[src/rtl/hex_capture_pkg.sv]
`default_nettype none
// ============================================================================
// Module   : hex_capture_pkg
// Brief    : Shared constants for hex_capture_bank: active-low gfedcba
//            7-segment glyphs and capture mode encodings.
// Revision : 1.0 - initial release
// ============================================================================
package hex_capture_pkg;

  // Active-low segments, bit order {g,f,e,d,c,b,a}
  localparam logic [6:0] SEG_BLANK = 7'b1111111;
  localparam logic [6:0] SEG_0     = 7'b1000000;
  localparam logic [6:0] SEG_1     = 7'b1111001;
  localparam logic [6:0] SEG_2     = 7'b0100100;
  localparam logic [6:0] SEG_3     = 7'b0110000;
  localparam logic [6:0] SEG_4     = 7'b0011001;
  localparam logic [6:0] SEG_5     = 7'b0010010;
  localparam logic [6:0] SEG_6     = 7'b0000010;
  localparam logic [6:0] SEG_7     = 7'b1111000;
  localparam logic [6:0] SEG_8     = 7'b0000000;
  localparam logic [6:0] SEG_9     = 7'b0010000;
  localparam logic [6:0] SEG_A     = 7'b0001000;
  localparam logic [6:0] SEG_B     = 7'b0000011;  // lowercase b
  localparam logic [6:0] SEG_C     = 7'b1000110;
  localparam logic [6:0] SEG_D     = 7'b0100001;  // lowercase d
  localparam logic [6:0] SEG_E     = 7'b0000110;
  localparam logic [6:0] SEG_F     = 7'b0001110;

  // Capture behaviour once the bank is full
  localparam logic MODE_RING = 1'b0;
  localparam logic MODE_HALT = 1'b1;

endpackage : hex_capture_pkg
`default_nettype wire

[src/rtl/hex7seg.sv]
`default_nettype none
// ============================================================================
// Module   : hex7seg
// Brief    : 4-bit nibble to active-low 7-segment hex glyph decoder.
// Revision : 1.0 - initial release
// ============================================================================
module hex7seg
  import hex_capture_pkg::*;
(
  input  logic [3:0] nib,
  output logic [6:0] seg
);

  // Pure lookup from nibble value to glyph
  always_comb begin
    seg = SEG_BLANK;
    case (nib)
      4'h0: seg = SEG_0;
      4'h1: seg = SEG_1;
      4'h2: seg = SEG_2;
      4'h3: seg = SEG_3;
      4'h4: seg = SEG_4;
      4'h5: seg = SEG_5;
      4'h6: seg = SEG_6;
      4'h7: seg = SEG_7;
      4'h8: seg = SEG_8;
      4'h9: seg = SEG_9;
      4'hA: seg = SEG_A;
      4'hB: seg = SEG_B;
      4'hC: seg = SEG_C;
      4'hD: seg = SEG_D;
      4'hE: seg = SEG_E;
      4'hF: seg = SEG_F;
      default: seg = SEG_BLANK;
    endcase
  end

endmodule : hex7seg
`default_nettype wire

[src/rtl/hex_capture_bank.sv]
`default_nettype none
// ============================================================================
// Module   : hex_capture_bank
// Brief    : DEPTH-entry capture bank for a WIDTH-bit switch word with ring or
//            halt-when-full modes, synchronous clear, and two active-low hex
//            displays (selected stored entry and live input).
// Revision : 1.0 - initial release
// ============================================================================
module hex_capture_bank
  import hex_capture_pkg::*;
#(
  parameter int WIDTH = 8,
  parameter int DEPTH = 4,
  parameter int AW    = $clog2(DEPTH)
) (
  input  logic                     clk,
  input  logic                     resetnot,
  input  logic [WIDTH-1:0]         D,
  input  logic                     cap_en,
  input  logic                     clr,
  input  logic                     mode,
  input  logic [AW-1:0]            view_sel,
  output logic [7*(WIDTH/4)-1:0]   HEXA,
  output logic [7*(WIDTH/4)-1:0]   HEXB,
  output logic [AW-1:0]            wr_ptr,
  output logic [AW:0]              count,
  output logic                     full
);

  localparam int             NDIG       = WIDTH / 4;
  localparam logic [AW:0]    C_DEPTH    = (AW+1)'(DEPTH);
  localparam logic [AW-1:0]  C_LAST_PTR = AW'(DEPTH - 1);

  logic [WIDTH-1:0] r_mem [DEPTH];
  logic [AW-1:0]    r_wr_ptr;
  logic [AW:0]      r_count;
  logic             r_full;

  logic             w_accept;
  logic [AW:0]      w_count_nxt;
  logic             w_view_ok;
  logic [WIDTH-1:0] w_view_word;

  // A capture is refused only while halting on a full bank; clr always wins
  assign w_accept    = cap_en && !clr && !((mode == MODE_HALT) && r_full);
  assign w_count_nxt = (r_count == C_DEPTH) ? C_DEPTH : r_count + 1'b1;

  // Storage bank: cleared by reset or clr, written at the pointer on accept
  always_ff @(posedge clk or negedge resetnot) begin
    if (!resetnot) begin
      for (int i = 0; i < DEPTH; i++) r_mem[i] <= '0;
    end else if (clr) begin
      for (int i = 0; i < DEPTH; i++) r_mem[i] <= '0;
    end else if (w_accept) begin
      r_mem[r_wr_ptr] <= D;
    end
  end

  // Pointer, occupancy and full flag advance together on an accepted capture
  always_ff @(posedge clk or negedge resetnot) begin
    if (!resetnot) begin
      r_wr_ptr <= '0;
      r_count  <= '0;
      r_full   <= 1'b0;
    end else if (clr) begin
      r_wr_ptr <= '0;
      r_count  <= '0;
      r_full   <= 1'b0;
    end else if (w_accept) begin
      r_wr_ptr <= (r_wr_ptr == C_LAST_PTR) ? '0 : r_wr_ptr + 1'b1;
      r_count  <= w_count_nxt;
      r_full   <= (w_count_nxt == C_DEPTH);
    end
  end

  // Out-of-range selections (DEPTH not a power of two) blank the display
  assign w_view_ok   = ({1'b0, view_sel} < C_DEPTH);
  assign w_view_word = w_view_ok ? r_mem[view_sel] : '0;

  generate
    for (genvar k = 0; k < NDIG; k++) begin : g_dig
      logic [6:0] w_seg_a;
      logic [6:0] w_seg_b;

      hex7seg u_seg_a (.nib(w_view_word[4*k +: 4]), .seg(w_seg_a));
      hex7seg u_seg_b (.nib(D[4*k +: 4]),           .seg(w_seg_b));

      assign HEXA[7*k +: 7] = w_view_ok ? w_seg_a : SEG_BLANK;
      assign HEXB[7*k +: 7] = w_seg_b;
    end
  endgenerate

  assign wr_ptr = r_wr_ptr;
  assign count  = r_count;
  assign full   = r_full;

endmodule : hex_capture_bank
`default_nettype wire

[config.mk]
export PLATFORM = sky130hd
export DESIGN_NAME = hex_capture_bank
export DESIGN_NICKNAME = d
export VERILOG_FILES = /design/src/rtl/hex_capture_pkg.sv /design/src/rtl/hex7seg.sv /design/src/rtl/hex_capture_bank.sv
export SDC_FILE = /design/constraint.sdc
export NUM_CORES = 1
export LEC_CHECK = 0
export CAP_MARGIN = 25
export CORE_MARGIN = 5
export CORE_UTILIZATION = 49
export CTS_BUF_LIST = sky130_fd_sc_hd__clkbuf_16
export CTS_CLUSTER_DIAMETER = 40
export DETAILED_ROUTE_END_ITERATION = 6
export PLACE_DENSITY = 0.77
export SYNTH_ARGS = -nofsm -noshare
export SYNTH_HDL_FRONTEND = slang
export SYNTH_SLANG_ARGS = --single-unit
[constraint.sdc]
create_clock -name clk -period 2.26 [get_ports clk]
set_input_delay 0.452 -clock clk [delete_from_list [all_inputs] [get_ports clk]]
set_output_delay 0.452 -clock clk [all_outputs]
set_load 0.005 [all_outputs]
==> impl_metrics.ini <==
[clocking]
cts_sinks = 38
root_buffer = clkbuf_16
clock_latency_ns = 0.28
clkTransAtPathRegs_ns = 0.06
numCtsBuffers = 5
cts_tree = done
clock_path_buffers = 2
htreeDepth = 2

[routing]
drc_errors = 0
ant_nets = 0
first_iter_violations = 402
drt_wl_total_um = 8720
wl_per_cell_um = 16.9
via_per_inst = 5.73
drt_first_pass_iters = 4
vias = 2952

[sta]
clock_skew_ns = 0.00572
tns_ns = -3.10
finalSetupViolCount = 14
tightest_slew_ns = 0.495
hold_viol_final = 0
timing.final.ws_setup_ns = -0.321
fmax_mhz = 387
rsz0062_at_grt = yes
final_max_slew_viol_count = 0
whs_ns = 0.551
finalCritPeriodShare = 1.14
slew_headroom = 0.670
finalCriticalPeriod_ns = 2.58

[worst_setup_path]
crit_path_start_kind = flop
r2r-start = count[0]
cp.required_ns = 1.81
r2r_end = full
crit_path_max_fanout = 4
r2r_cells = 4
reg2reg_slack_ns = 0.35
endpoint_kind = output port
cp.arrival_ns = 2.13
crit_type = reg -> out

[global_route]
grt_max_degree = 40
grt_pass1_wl_um = 13900
grt_pass1_vias = 2888
overflow = 0
antenna_found_initial = 0
grt_use_total = 0.229

[power_and_ir_drop]
clockPowerShare = 0.342
p_per_area_nw_per_um2 = 439
p_sw_frac = 0.287
p_comb_frac = 0.282
power_frac_seq = 0.376
internal_power_mw = 1.38
total_power_mw = 1.93
p_leak_nw = 1.94
peakVddDrop_uv = 414
p_sw_mw = 0.552

[finish]
drive_gt1_frac = 0.357
area_growth_pct = 48.4
stdcell_count = 515
fin_area_um2 = 4390
final_util = 0.745
diodes = 0
layout.nets = 484

[synthesis]
synth_ff_type = dfrtp_1
synth_area_leaders = dfrtp_1, ha_1, o21ai_0
ys_warn_count = 0
yosys.area.top_type = dfrtp_1
syn_area_um2 = 2960
ys_seq_elements = 38
synth_top_area_frac = 0.322
synth_nets = 383
syn_inst = 338
synth_most_common_cell = o21ai_0
yosysUniqueCellTypes = 36
synth_edf_count = 0
synth_common_cells = o21ai_0, a21oi_1, nand3_1
syn_area_per_cell_um2 = 8.74
synth-seq-area-share = 0.322
async_reset_ff_frac = 1.00

[place]
post_dp_cell_area_um2 = 3800
io_buffers = 48
hpwl_um = 5250
place_ws_ns = -1.08
place_inst = 480
routabilityCongestion = 0.835

[floorplan]
die_area_um2 = 7680
die_w_um = 87.7
rows = 28
core_region_area_um2 = 5890
io-pin-count = 49
start_util = 0.502
die_h_um = 87.7

[status]
failed_checks = negative setup slack
status = finished with violations

[min_path]
worstHoldEndpoint = r_mem[0]
worstHoldPathCells = 2
hp-start = r_mem[0]
min_path_type = reg -> reg

[flow_run]
maxCapViolCount = 0
==> cells by family (layout without fill, tap and decap cells) <==
kind of cell / after synthesis / after routing / synth area share
AOI/OAI and AO/OA: 109 / 109 / 0.200
and+or+nand+nor: 79 / 79 / 0.144
buffers and inverters: 56 / 157 / 0.0804
DFF: 38 / 38 / 0.322
adders and majority gates: 30 / 30 / 0.127
muxes: 24 / 25 / 0.121
xor gates and xnor gates: 2 / 2 / 0.00593
==> flip-flops by register name, indices dropped and copies added, names as in the netlist <==
signal,count
count,3
wr_ptr,2
r_mem,32
full,1
==> worst max-delay path, cell delays in order (launching register included) <==
cell	delay, ns
dfrtp_1	0.38
mux4_2	0.59
inv_4	0.12
ha_4	0.14
inv_2	0.03
mux4_2	0.45
buf_2	0.14
==> power by group through the flow <==
stage	Clock, mW	Sequential (mW)	Combinational [mW]
3_3_place_gp	0	0.733	0.473
6_report	0.659	0.724	0.544
3_5_place_dp	0	0.734	0.485
5_1_grt	0.691	0.726	0.592
2_1_floorplan	0	0.729	0.247
4_1_cts	0.664	0.723	0.517
==> placed cells by master, fill, tap and decap left out, drive strengths merged, types with 11 or more instances in the layout <==
cell and instances:
nand3 42, o21ai 48, ha 30, inv 26
mux2i 11, buf 91, dlygate4sd2 12, a21oi 43
dfrtp 38, nand2 13
==> repair_timing <==
item,4_1_cts,5_1_grt
setup endpoints to repair,28,17
pin swaps,16,6
cloned,1,0
gates resized for setup,152,21
setup buffers,22,8
hold buffers,0,0
==> worst max path at each step <==
stage / from / endpoint / slack, ns / cells after the start
floorplan: view_sel[0] / HEXA[10] / -0.03 / 6
global placement: view_sel[0] / HEXA[10] / -1.02 / 8
detailed placement: view_sel[0] / HEXA[10] / -1.08 / 8
CTS: view_sel[0] / HEXA[10] / -0.34 / 8
global route: r_mem[4] / HEXA[10] / -0.36 / 6
finish: r_mem[4] / HEXA[10] / -0.32 / 6
==> per-layer routing <==
| layer | vias to the layer above | wire length, um | track usage |
|---|---|---|---|
| li1 | 1413 | - | - |
| met1 | 1414 | 3530 | 0.276 |
| met2 | 109 | 4570 | 0.414 |
| met3 | 16 | 417 | 0.0301 |
| met4 | 0 | 195 | 0.0851 |
| met5 | - | 0 | 0 |
==> layout make-up <==
type | instances | area (um2)
Multi-Input combinational cell | 245 | 2020
Fill cell | 402 | 1500
Timing Repair Buffer | 124 | 1080
Sequential cell | 38 | 951
Clock buffer | 5 | 125
Inverter | 25 | 109
Tap cell | 75 | 93.8
Clock inverter | 3 | 12.5
No activity file was read; power rests on OpenSTA's default activity.
